===== src/rtl/text_marquee_pkg.sv =====
// Shared font constants for the text marquee: glyph geometry, character codes
// and the power-on message.
package text_marquee_pkg;

  localparam int unsigned FONT_W = 5;
  localparam int unsigned FONT_H = 7;

  localparam logic [5:0] CH_SPACE = 6'd0;
  localparam logic [5:0] CH_A = 6'd1;
  localparam logic [5:0] CH_B = 6'd2;
  localparam logic [5:0] CH_C = 6'd3;
  localparam logic [5:0] CH_D = 6'd4;
  localparam logic [5:0] CH_E = 6'd5;
  localparam logic [5:0] CH_F = 6'd6;
  localparam logic [5:0] CH_G = 6'd7;
  localparam logic [5:0] CH_H = 6'd8;
  localparam logic [5:0] CH_I = 6'd9;
  localparam logic [5:0] CH_J = 6'd10;
  localparam logic [5:0] CH_K = 6'd11;
  localparam logic [5:0] CH_L = 6'd12;
  localparam logic [5:0] CH_M = 6'd13;
  localparam logic [5:0] CH_N = 6'd14;
  localparam logic [5:0] CH_O = 6'd15;
  localparam logic [5:0] CH_P = 6'd16;
  localparam logic [5:0] CH_Q = 6'd17;
  localparam logic [5:0] CH_R = 6'd18;
  localparam logic [5:0] CH_S = 6'd19;
  localparam logic [5:0] CH_T = 6'd20;
  localparam logic [5:0] CH_U = 6'd21;
  localparam logic [5:0] CH_V = 6'd22;
  localparam logic [5:0] CH_W = 6'd23;
  localparam logic [5:0] CH_X = 6'd24;
  localparam logic [5:0] CH_Y = 6'd25;
  localparam logic [5:0] CH_Z = 6'd26;
  localparam logic [5:0] CH_0 = 6'd27;
  localparam logic [5:0] CH_1 = 6'd28;
  localparam logic [5:0] CH_2 = 6'd29;
  localparam logic [5:0] CH_3 = 6'd30;
  localparam logic [5:0] CH_4 = 6'd31;
  localparam logic [5:0] CH_5 = 6'd32;
  localparam logic [5:0] CH_6 = 6'd33;
  localparam logic [5:0] CH_7 = 6'd34;
  localparam logic [5:0] CH_8 = 6'd35;
  localparam logic [5:0] CH_9 = 6'd36;

  localparam int unsigned DEFAULT_MSG_LEN = 8;

  // "TT08 IHP", slot 0 in the least significant six bits.
  localparam logic [47:0] DEFAULT_MSG = {CH_P, CH_H, CH_I, CH_SPACE, CH_8, CH_0, CH_T, CH_T};

  // Reset code for a slot; slots beyond the default message start blank.
  function automatic logic [5:0] default_char(int slot);
    logic [47:0] shifted;
    shifted = DEFAULT_MSG >> (6 * slot);
    if (slot < int'(DEFAULT_MSG_LEN)) begin
      return shifted[5:0];
    end
    return CH_SPACE;
  endfunction

endpackage


===== src/rtl/font_rom_5x7.sv =====
// Combinational 5x7 glyph ROM; bit 4 of the returned row is the leftmost column.
// Codes outside the defined set, and row 7, read as blank.
module font_rom_5x7
  import text_marquee_pkg::*;
(
  input  logic [5:0] code,
  input  logic [2:0] row,
  output logic [4:0] bits
);

  // Seven 5-bit rows, top row in the most significant bits.
  logic [34:0] glyph;

  always_comb begin
    glyph = '0;
    case (code)
      CH_A: glyph = 35'b01110_10001_10001_11111_10001_10001_10001;
      CH_B: glyph = 35'b11110_10001_10001_11110_10001_10001_11110;
      CH_C: glyph = 35'b01110_10001_10000_10000_10000_10001_01110;
      CH_D: glyph = 35'b11100_10010_10001_10001_10001_10010_11100;
      CH_E: glyph = 35'b11111_10000_10000_11110_10000_10000_11111;
      CH_F: glyph = 35'b11111_10000_10000_11110_10000_10000_10000;
      CH_G: glyph = 35'b01110_10001_10000_10111_10001_10001_01111;
      CH_H: glyph = 35'b10001_10001_10001_11111_10001_10001_10001;
      CH_I: glyph = 35'b01110_00100_00100_00100_00100_00100_01110;
      CH_J: glyph = 35'b00111_00010_00010_00010_00010_10010_01100;
      CH_K: glyph = 35'b10001_10010_10100_11000_10100_10010_10001;
      CH_L: glyph = 35'b10000_10000_10000_10000_10000_10000_11111;
      CH_M: glyph = 35'b10001_11011_10101_10101_10001_10001_10001;
      CH_N: glyph = 35'b10001_10001_11001_10101_10011_10001_10001;
      CH_O: glyph = 35'b01110_10001_10001_10001_10001_10001_01110;
      CH_P: glyph = 35'b11110_10001_10001_11110_10000_10000_10000;
      CH_Q: glyph = 35'b01110_10001_10001_10001_10101_10010_01101;
      CH_R: glyph = 35'b11110_10001_10001_11110_10100_10010_10001;
      CH_S: glyph = 35'b01111_10000_10000_01110_00001_00001_11110;
      CH_T: glyph = 35'b11111_00100_00100_00100_00100_00100_00100;
      CH_U: glyph = 35'b10001_10001_10001_10001_10001_10001_01110;
      CH_V: glyph = 35'b10001_10001_10001_10001_10001_01010_00100;
      CH_W: glyph = 35'b10001_10001_10001_10101_10101_10101_01010;
      CH_X: glyph = 35'b10001_10001_01010_00100_01010_10001_10001;
      CH_Y: glyph = 35'b10001_10001_01010_00100_00100_00100_00100;
      CH_Z: glyph = 35'b11111_00001_00010_00100_01000_10000_11111;
      CH_0: glyph = 35'b01110_10001_10011_10101_11001_10001_01110;
      CH_1: glyph = 35'b00100_01100_00100_00100_00100_00100_01110;
      CH_2: glyph = 35'b01110_10001_00001_00010_00100_01000_11111;
      CH_3: glyph = 35'b11111_00010_00100_00010_00001_10001_01110;
      CH_4: glyph = 35'b00010_00110_01010_10010_11111_00010_00010;
      CH_5: glyph = 35'b11111_10000_11110_00001_00001_10001_01110;
      CH_6: glyph = 35'b00110_01000_10000_11110_10001_10001_01110;
      CH_7: glyph = 35'b11111_00001_00010_00100_01000_01000_01000;
      CH_8: glyph = 35'b01110_10001_10001_01110_10001_10001_01110;
      CH_9: glyph = 35'b01110_10001_10001_01111_00001_00010_01100;
      default: glyph = '0;
    endcase
  end

  always_comb begin
    bits = '0;
    case (row)
      3'd0: bits = glyph[34:30];
      3'd1: bits = glyph[29:25];
      3'd2: bits = glyph[24:20];
      3'd3: bits = glyph[19:15];
      3'd4: bits = glyph[14:10];
      3'd5: bits = glyph[9:5];
      3'd6: bits = glyph[4:0];
      default: bits = '0;
    endcase
  end

endmodule


===== src/rtl/text_marquee.sv =====
// Scrolling, blinking text overlay: renders a writable message from the 5x7
// font inside a cell window and registers the resulting pixel.
module text_marquee
  import text_marquee_pkg::*;
#(
  parameter int unsigned SCALE_LOG2 = 3,
  parameter int unsigned MSG_LEN    = 8,
  parameter int unsigned CHAR_PITCH = 6,
  parameter int unsigned WIN_X      = 8,
  parameter int unsigned WIN_Y      = 25,
  parameter int unsigned WIN_W      = 48,
  parameter int unsigned SCROLL_DIV = 2,
  parameter int unsigned BLINK_DIV  = 30
) (
  input  logic                       clk,
  input  logic                       rst_n,
  input  logic [8:0]                 x,
  input  logic [8:0]                 y,
  input  logic                       frame_tick,
  input  logic                       enable,
  input  logic                       scroll_en,
  input  logic                       blink_en,
  input  logic                       char_wr,
  input  logic [$clog2(MSG_LEN)-1:0] char_addr,
  input  logic [5:0]                 char_code,
  output logic                       overlay_active
);

  localparam int unsigned AW    = $clog2(MSG_LEN);
  localparam int unsigned TOTAL = MSG_LEN * CHAR_PITCH;
  localparam int unsigned PW    = $clog2(TOTAL);
  localparam int unsigned SCW   = (SCROLL_DIV > 1) ? $clog2(SCROLL_DIV) : 1;
  localparam int unsigned BCW   = (BLINK_DIV > 1) ? $clog2(BLINK_DIV) : 1;

  logic [5:0]     msg_q [MSG_LEN];
  logic [5:0]     msg_d [MSG_LEN];
  logic [PW-1:0]  scroll_pos_q, scroll_pos_d;
  logic [SCW-1:0] scroll_cnt_q, scroll_cnt_d;
  logic [BCW-1:0] blink_cnt_q, blink_cnt_d;
  logic           blink_phase_q, blink_phase_d;

  int         wx, rw, vc, idx, col;
  logic       in_win;
  logic [5:0] glyph_code;
  logic [2:0] font_row;
  logic [4:0] font_bits;
  logic       col_bit;
  logic       pix;

  // Window-relative coordinates are signed so pixels left of/above the window
  // fall out naturally as negative.
  always_comb begin
    wx     = int'(x >> SCALE_LOG2) - int'(WIN_X);
    rw     = int'(y >> SCALE_LOG2) - int'(WIN_Y);
    in_win = (wx >= 0) && (wx < int'(WIN_W)) && (rw >= 0) && (rw < 8);
    vc     = wx + int'(scroll_pos_q);
    if (vc >= int'(TOTAL)) begin
      vc = vc - int'(TOTAL);
    end
    idx        = vc / int'(CHAR_PITCH);
    col        = vc % int'(CHAR_PITCH);
    glyph_code = CH_SPACE;
    if (in_win && (idx >= 0) && (idx < int'(MSG_LEN))) begin
      glyph_code = msg_q[AW'(idx)];
    end
    font_row = rw[2:0];
  end

  font_rom_5x7 u_font (
    .code (glyph_code),
    .row  (font_row),
    .bits (font_bits)
  );

  always_comb begin
    col_bit = 1'b0;
    if ((col >= 0) && (col < int'(FONT_W))) begin
      col_bit = font_bits[3'(int'(FONT_W) - 1 - col)];
    end
    pix = in_win && col_bit && (rw < int'(FONT_H)) && enable && !(blink_en && blink_phase_q);
  end

  always_comb begin
    scroll_pos_d  = scroll_pos_q;
    scroll_cnt_d  = scroll_cnt_q;
    blink_cnt_d   = blink_cnt_q;
    blink_phase_d = blink_phase_q;
    msg_d         = msg_q;

    if (frame_tick && scroll_en) begin
      if (scroll_cnt_q == SCW'(SCROLL_DIV - 1)) begin
        scroll_cnt_d = '0;
        scroll_pos_d = (scroll_pos_q == PW'(TOTAL - 1)) ? '0 : scroll_pos_q + PW'(1);
      end else begin
        scroll_cnt_d = scroll_cnt_q + SCW'(1);
      end
    end

    // Blink timing free-runs so enabling blink does not restart the phase.
    if (frame_tick) begin
      if (blink_cnt_q == BCW'(BLINK_DIV - 1)) begin
        blink_cnt_d   = '0;
        blink_phase_d = !blink_phase_q;
      end else begin
        blink_cnt_d = blink_cnt_q + BCW'(1);
      end
    end

    if (char_wr && (int'(char_addr) < int'(MSG_LEN))) begin
      msg_d[char_addr] = char_code;
    end
  end

  always_ff @(posedge clk) begin
    if (!rst_n) begin
      overlay_active <= 1'b0;
      scroll_pos_q   <= '0;
      scroll_cnt_q   <= '0;
      blink_cnt_q    <= '0;
      blink_phase_q  <= 1'b0;
      for (int i = 0; i < int'(MSG_LEN); i++) begin
        msg_q[i] <= default_char(i);
      end
    end else begin
      overlay_active <= pix;
      scroll_pos_q   <= scroll_pos_d;
      scroll_cnt_q   <= scroll_cnt_d;
      blink_cnt_q    <= blink_cnt_d;
      blink_phase_q  <= blink_phase_d;
      msg_q          <= msg_d;
    end
  end

endmodule


===== config.mk =====
export PLATFORM = sky130hd
export DESIGN_NAME = text_marquee
export DESIGN_NICKNAME = d
export VERILOG_FILES = /design/src/rtl/text_marquee_pkg.sv /design/src/rtl/font_rom_5x7.sv /design/src/rtl/text_marquee.sv
export SDC_FILE = /design/constraint.sdc
export NUM_CORES = 1
export LEC_CHECK = 0
export ABC_AREA = 1
export CORE_MARGIN = 8
export CORE_UTILIZATION = 35
export DETAILED_ROUTE_END_ITERATION = 8
export HOLD_SLACK_MARGIN = 0.02
export PLACE_DENSITY = 0.5
export SLEW_MARGIN = 20
export SYNTH_ARGS = -nofsm -noshare
export SYNTH_HDL_FRONTEND = slang
export SYNTH_HIERARCHICAL = 1
export SYNTH_SLANG_ARGS = --single-unit

===== constraint.sdc =====
create_clock -name clk -period 8.2 [get_ports clk]
set_input_delay 1.64 -clock clk [delete_from_list [all_inputs] [get_ports clk]]
set_output_delay 1.64 -clock clk [all_outputs]
set_load 0.02 [all_outputs]

==> results_dict.tcl <==
set metrics [dict create \
    grt-busiest-layer "met2" \
    place_congestion 0.945 \
    yosysWarnings 6 \
    antenna_found_initial 0 \
    fin_crit_sh_pct 95.8 \
    ys.flop_type "edfxtp_1" \
    synth.most_common_cell "nand2_1" \
    synth.distinct_cells 45 \
    dieArea_um2 22500 \
    hold-worst-slack_ps 497 \
    use_met3_pct 2.27 \
    slew_headroom_pct 43.9 \
    yosysSeqAreaShare_pct 26.5 \
    synth-seq-cells 62 \
    cts_buffers 9 \
    crit_slowest_cell "ha_4" \
    yosys.area.top_type "edfxtp_1" \
    cp.arrival_ps 8130 \
    via_per_inst 5.08 \
    async_flop_share_pct 0 \
    num_antenna_cells 0 \
    max_freq_mhz 127 \
    synth_area_leaders "edfxtp_1 (20%), nand2_1 (17%), nand3_1 (8.5%), inv_1 (6.9%), o21ai_0 (6.5%)" \
    synth_top_cells_by_count "nand2_1 (277), inv_1 (115), nand3_1 (106)" \
    cp_slowest_stage_delay_ps 270 \
    firstDrtPassIters 5 \
    dieHeight_um 150 \
    setup_viol 0 \
    use_met2_pct 31.0 \
    cp-start-kind "primary input" \
    syn_area_um2 6270 \
    synth_top_area_share_pct 20.1 \
    crit_type "primary input to flip-flop" \
    core_um2 17800 \
    rsz0062_at_grt "true" \
    ir_worst_vdd_v 0.000174 \
    drc_errors 0 \
    cp_common_cell "nand2_2" \
    cts_tree "yes" \
    area_growth_pct 39.4 \
    fin_skew_ps 8.18 \
    syn_area_per_cell_um2 6.17 \
    wl_um 21900 \
    syn-num-nets 1078 \
    grt_pass1_wl_um 35200 \
    grt_max_degree 43 \
    worst_pin_slew_ps 834 \
    io_buffers 28 \
    crit_required_ps 8470 \
    cts_max_level 3 \
    p_per_area_nw_per_um2 197 \
    nets 1243 \
    die_w_um 150 \
    grt_use_met1_pct 26.6 \
    outcome "complete, no violations" \
    clkSinkCount 62 \
    drive_gt1_share_pct 26.7 \
    grt_pass1_vias 6864 \
    vias 7184 \
    cts-hold-fix-buffers 0 \
    drtIter0Drc 471 \
    overflow 0 \
    power.leakage_nw 4.14 \
    min_period_ps 7860 \
    crit_fanout 8 \
    wl_per_cell_um 15.5 \
    hold_viol 0 \
    clk_pin_slew_ps 60 \
    stdcell_count 1415 \
    maxCapViolCount 0 \
    hp-class "flip-flop to flip-flop" \
    root_buffer "clkbuf_16" \
    dp_hpwl_um 16600 \
    io_pins 35 \
    synth_cells 1016 \
    clock_latency_ps 330 \
    slew_viol_final 0 \
    clock_path_buffers 2 \
    start_util_pct 35.3 \
    drtAntennaViolNets 0 \
    dp_cells 1383 \
    grt_usage_pct 19.5 \
    synth_edf_count 42 \
    core.rowCount 49 \
    endpoint_kind "flip-flop" \
    fillCellCount 1861 \
]
-- state kept, by name, indices dropped and copies added, names as in the netlist, named ones only --
| name | flops |
|---|---|
| scroll_cnt_q | 1 |
| blink_cnt_q | 5 |
| scroll_pos_q | 6 |
| msg_q | 42 |
| overlay_active | 1 |
| blink_phase_q | 1 |
-- kinds of logic after synthesis --
logic type	after synthesis	synth area share, %
XOR/XNOR	12	1.80
adder cells (fa/ha/maj)	28	5.71
AO/OA/AOI/OAI	203	17.5
buffers and inverters	167	10.9
flip-flops	62	26.5
AND/OR/NAND/NOR	544	37.7
-- critical path: cells and delay by family --
family,cells,cell delay [ps]
compound gates,7,960
fa+ha+maj,4,920
simple gates,34,3510
xor+xnor,1,210
buf+inv,10,900
-- metrics by stage --
stage                     total power, mW  instance area, µm²  TNS [ps]  utilization, %  setup slack, ps
after global placement               1.20                7800      -788            43.9             -788
final                                1.72                8740         0            49.2              344
after CTS                            1.64                8350         0            47.0             29.6
after detailed placement             1.20                7800      -832            43.9             -832
after floorplan                     0.898                6290         0               -             14.2
after global routing                 1.84                8740      -132            49.2             -132
-- per-layer routing --
layer	wire length, µm	part of all wire (%)	vias up
met5	0	0	-
met4	647	3.0	0
met3	800	3.7	42
met2	10000	46	179
met1	10400	48	3271
li1	-	-	3692
-- worst paths after layout --
check                        from        endpoint  slack [ps]  cells past startpoint
setup reg to reg  scroll_pos_q[0]  overlay_active        1550                     50
setup / recovery             x[6]  overlay_active         340                     56
hold / removal      blink_phase_q   blink_phase_q         500                      2
hold reg to reg     blink_phase_q   blink_phase_q         500                      2
-- final cells by class --
| type | count | area [µm²] | share of cell area [%] |
|---|---|---|---|
| Multi-Input combinational cell | 787 | 4460 | 51.1 |
| Clock inverter | 5 | 31.3 | 0.358 |
| Timing Repair Buffer | 191 | 1550 | 17.7 |
| Clock buffer | 11 | 254 | 2.91 |
| Tap cell | 229 | 287 | 3.28 |
| Sequential cell | 62 | 1660 | 19.0 |
| Inverter | 130 | 498 | 5.70 |
-- placed cells by master, fill, tap and decap left out, types with 4 or more instances in the layout --
master,n
nand2_1,247
buf_4,155
inv_1,104
nand3_1,99
nor2_1,89
o21ai_0,77
a21oi_1,61
edfxtp_1,42
nand2_2,31
o21ai_1,22
clkdlybuf4s50_1,22
inv_2,21
dfxtp_1,20
ha_1,17
nand4_1,14
nor3_1,11
nand3_4,10
o211ai_1,10
clkbuf_16,10
nor2_2,9
nand2_4,9
a21oi_2,8
nand3_2,8
ha_4,8
a211oi_1,7
xor2_1,6
nor2_4,5
buf_6,5
a21oi_4,4
inv_4,4
dlymetal6s2s_1,4
-- where the power goes --
group | internal (mW) | switching, mW
combinational | 0.414 | 0.570
clock | 0.223 | 0.148
sequential | 0.354 | 0.00884
total | 0.991 | 0.727
-- timing repair --
| item | 4_1_cts | 5_1_grt |
|---|---|---|
| setup buffers | 4 | 11 |
| cloned | 1 | 0 |
| pin swaps | 22 | 51 |
| endpoints found under the setup margin | 1 | 1 |
| gates resized for setup | 62 | 78 |
No activity file was read; power rests on OpenSTA's default activity.
==> RTL edit 1: new RTL, config.mk and constraints unchanged <==
Put one more register stage on the output `overlay_active`. The value now appears one clock later.
--- a/src/rtl/text_marquee.sv
+++ b/src/rtl/text_marquee.sv
@@ -31,6 +31,8 @@
   localparam int unsigned PW    = $clog2(TOTAL);
   localparam int unsigned SCW   = (SCROLL_DIV > 1) ? $clog2(SCROLL_DIV) : 1;
   localparam int unsigned BCW   = (BLINK_DIV > 1) ? $clog2(BLINK_DIV) : 1;
+
+  logic overlay_active_s0;
 
   logic [5:0]     msg_q [MSG_LEN];
   logic [5:0]     msg_d [MSG_LEN];
@@ -113,7 +115,7 @@
 
   always_ff @(posedge clk) begin
     if (!rst_n) begin
-      overlay_active <= 1'b0;
+      overlay_active_s0 <= 1'b0;
       scroll_pos_q   <= '0;
       scroll_cnt_q   <= '0;
       blink_cnt_q    <= '0;
@@ -122,7 +124,7 @@
         msg_q[i] <= default_char(i);
       end
     end else begin
-      overlay_active <= pix;
+      overlay_active_s0 <= pix;
       scroll_pos_q   <= scroll_pos_d;
       scroll_cnt_q   <= scroll_cnt_d;
       blink_cnt_q    <= blink_cnt_d;
@@ -131,5 +133,9 @@
     end
   end
 
+  always_ff @(posedge clk) begin
+    overlay_active <= overlay_active_s0;
+  end
+
 endmodule
 
Check against the original RTL: not equivalent (a bounded check fails within 4 cycles, from zero or initial values and one cycle with rst_n low).
==> RTL edit 1 against the unedited design <==
  * Hold slack worse by 170 ps
  * Power up 6.5%
  * First-iteration DRC count grew 22%
  * Setup slack worse by 3.7 ps
  * Routed wire length up 3.9%
  * Sequential cell count grew 1
  * Combinational power grew 6%
  * Synthesized area rose by 0.32%
  * Cell area grew 4.4%
==> RTL edit 1: results <==
run_status:
  status: "finished, final reports clean"
sta:
  clock_skew_ps: 7.898
  slew_headroom: 0.3050
placement:
  place_inst: 1380
  dp_hpwl_um: 16300
  gp_congestion: 0.9419
power_and_ir_drop:
  power.leakage_nw: 4.351
setup_path:
  critical-path-max-stage-delay_ps: 300
  worstPathArrival_ps: 8150
  crit_path_max_fanout: 4
  slowest_stage: "ha_1"
  ff2ff_path_depth: 49
cells_and_area:
  num-nets-final: 1261
  drive_above_1_share: 0.3073
routing:
  drt_iter0_markers: 574
  vias: 7434
  drt-vias-per-instance: 5.188
  post_drt_wl_per_cell_um: 15.88
synthesis:
  synth.area.top_cells: "edfxtp_1 (20%), nand2_1 (17%), nand3_1 (8.4%)"
  ys_seq_area_frac: 0.2672
  yosys.area_share.xor_xnor: 0.01790
  synthCells: 1017
hold_path:
  whs_path_depth: 0
global_routing:
  first_global_vias: 6873
  gr-usage-all-layers: 0.1955
  grt_pass1_wl_um: 34690
## RTL edit 1: changes by cell type in the layout (fill, tap and decap cells not counted), moves of 5 or more
cell / before / now
buf_4: 155 / 160
a21oi_2: 8 / 17
nand2_1: 247 / 236
buf_6: 5 / 10
nand3_1: 99 / 87
nor2_1: 89 / 83
nand3_2: 8 / 24
nand2_2: 31 / 41
a21oi_1: 61 / 54
## RTL edit 1: final cells by class
| type | count | area [um2] |
|---|---|---|
| fillers | 1789 | 8653 |
| multi-input cells | 787 | 4559 |
| repair buffers | 207 | 1772 |
| flip-flops and latches | 63 | 1682 |
| inverters | 130 | 500.5 |
| well taps | 229 | 286.5 |
| clock buffers | 9 | 225.2 |
| clock inverters | 7 | 96.34 |
| repair inverters | 1 | 5.005 |
## RTL edit 1: worst reg2reg max path, delay by kind of cell, from the launching register on
family                     cells  cell delay (ps)
adders and majority gates      5             1370
and+or+nand+nor               19             1800
DFF                            1              400
AOI/OAI and AO/OA              7              960
buffers and inverters         18             2030
## RTL edit 1: worst min path at each step
stage / startpoint / end / slack (ps)
finish: overlay_active_s0 / overlay_active / 330
detailed placement: overlay_active_s0 / overlay_active / 310
floorplan: overlay_active_s0 / overlay_active / 310
CTS: overlay_active_s0 / overlay_active / 330
global route: overlay_active_s0 / overlay_active / 340
global placement: overlay_active_s0 / overlay_active / 310
## RTL edit 1: timing repair
action	4_1_cts	5_1_grt
cloned	0	3
endpoints found under the setup margin	1	1
pin swaps	20	75
gates resized for setup	35	160
setup buffers	19	16
hold endpoints to repair	0	0
## RTL edit 1: logic make-up (layout without fill, tap and decap cells)
family / Yosys count / in the layout
buffers and inverters: 167 / 354
XOR/XNOR: 12 / 12
AO/OA/AOI/OAI: 203 / 203
adder cells (fa/ha/maj): 28 / 28
flip-flops: 63 / 63
AND/OR/NAND/NOR: 544 / 544
## RTL edit 1: report_power, final
part           switching [mW]  internal [mW]  leakage (nW)
Sequential            0.00873          0.359         0.613
Clock                   0.152          0.267         0.155
Combinational           0.600          0.443          3.58
## RTL edit 1: metrics by stage
stage          hold WS (ps)  power [mW]
2_1_floorplan         309.6      0.9030
3_3_place_gp          309.7       1.187
3_5_place_dp          312.1       1.188
4_1_cts               326.6       1.699
5_1_grt               340.2       1.963
6_report              326.3       1.829
## RTL edit 1: per-layer routing
metal	GRT usage	up-vias	part of all wire
met5	0	-	0
met4	0.08546	0	0.042
met3	0.02238	75	0.044
met2	0.3315	241	0.48
met1	0.2454	3381	0.43
li1	-	3737	-
==> RTL edit 2: new RTL, same flow settings <==
Made on the original files. Change the parameter `SCROLL_DIV` from 2 to 4.
--- a/src/rtl/text_marquee.sv
+++ b/src/rtl/text_marquee.sv
@@ -9,7 +9,7 @@
   parameter int unsigned WIN_X      = 8,
   parameter int unsigned WIN_Y      = 25,
   parameter int unsigned WIN_W      = 48,
-  parameter int unsigned SCROLL_DIV = 2,
+  parameter int unsigned SCROLL_DIV = 4,
   parameter int unsigned BLINK_DIV  = 30
 ) (
   input  logic                       clk,
Formal check against the unedited RTL: not equivalent (a bounded check fails within 4 cycles, from zero or initial values and one cycle with rst_n low).
==> RTL edit 2 against the unedited design <==
  * Routed wire length increased by 0.41%
  * Die area increased by 3.1%
  * Sequential cell count increased by 1
  * Power increased by 1.8%
  * Cell area increased by 8.3%
  * Setup slack improved by 57 ps
  * Synthesized area increased by 3.5%
  * Sequential share of layout area decreased by 1.2 points
  * Critical endpoint unchanged
  * Largest power group unchanged
==> RTL edit 2: results <==
cells_and_area:
  num-nets-final: 1288
  final_cells: 1464
  fillCellCount: 1863
  drive_above_1_share: 0.3195
power_and_ir_drop:
  clock_net_power_uw: 354
  power_frac_comb: 0.587
  power.leakage_nw: 4.360
  p_sw_uw: 724.6
  irDropWorstVdd_mv: 0.1613
routing:
  drt_iter0_markers: 660
  vias: 7586
  route.met2.wl_um: 9995
  post_drt_wl_per_cell_um: 15.01
  dr_wl_met3_um: 1181
  wl_met1_um: 10060
synthesis:
  ys_seq_area_frac: 0.2590
  synth_common_cells: "nand2_1 (270), nor2_1 (126), inv_1 (117), nand3_1 (98), o21ai_0 (61)"
  synthCells: 1042
  yosys.area_share.xor_xnor: 0.01465
  synth_compound_area_frac: 0.1759
  synth_edf_count: 42
  postSynthNetCount: 1105
  synth_cell_type_count: 42
  synth.area.top_cells: "edfxtp_1 (19%), nand2_1 (16%), nand3_1 (7.6%)"
  synthAdderAreaFrac: 0.05704
global_routing:
  first_global_vias: 6954
  grt_pass1_wl_um: 34870
  gr-usage-all-layers: 0.1810
run_status:
  status: "finished, final reports clean"
sta:
  timing.final.crit_share: 0.9511
  slew_headroom: 0.3051
  clock_skew_ps: 7.094
setup_path:
  worstPathArrival_ps: 8070
  crit_path_max_fanout: 6
  timing.rr.start: "scroll_pos_q[4]"
  ff2ff_path_depth: 56
  critical-path-max-stage-delay_ps: 510
  startpoint: "x[5]"
  r2r_slack_ps: 1710
placement:
  dp_hpwl_um: 16370
  post-place-ws_ps: -733.1
  placed_area_um2: 8030
  gp_congestion: 0.9828
  place_inst: 1411
hold_path:
  hp-class: "reg -> reg"
  hp-start: "scroll_cnt_q[1]"
  worst_hold_path.endpoint: "scroll_cnt_q[1]"
RTL edit 2: cell types whose count changed in the layout (fill, tap and decap cells not counted), sizes merged, moves of 6 or more:
cell	delta
nor2	+28
a31oi	+6
o21ai	-11
buf	+17
a211oi	+21
a21oi	-19
RTL edit 2: repair_timing:
action                     CTS  global route
setup endpoints to repair    1             1
buffers inserted            13            21
gates cloned                 2             1
resized for setup           53           163
pin swaps                   18            78
RTL edit 2: worst register-to-register path, delay by kind of cell (launching register included):
| family | cells | cell delay [ps] |
|---|---|---|
| AO/OA/AOI/OAI | 7 | 870 |
| adder cells (fa/ha/maj) | 4 | 1040 |
| buffers and inverters | 8 | 650 |
| flip-flops | 1 | 490 |
| AND/OR/NAND/NOR | 37 | 3400 |
RTL edit 2: metrics by stage:
step | utilization | power (mW) | hold slack (ps)
after floorplan | - | 0.8855 | 439.4
after global placement | 0.4351 | 1.188 | 459.8
after detailed placement | 0.4351 | 1.188 | 463.6
after CTS | 0.4704 | 1.644 | 471.5
after global routing | 0.5130 | 1.872 | 490.0
final | 0.5130 | 1.749 | 467.5
RTL edit 2: layer usage:
layer | vias to the layer above | track usage
met1 | 3450 | 0.2404
met3 | 55 | 0.02269
li1 | 3830 | -
met5 | - | 0
met2 | 251 | 0.2925
met4 | 0 | 0.07330
RTL edit 2: layout make-up:
class	count	share of cell area
Inverter	138	0.05683
Tap cell	234	0.03092
Clock buffer	12	0.02722
Multi-Input combinational cell	805	0.5128
Sequential cell	63	0.1776
Timing Repair Buffer	207	0.1918
Clock inverter	4	0.002114
Timing Repair inverter	1	0.0007929
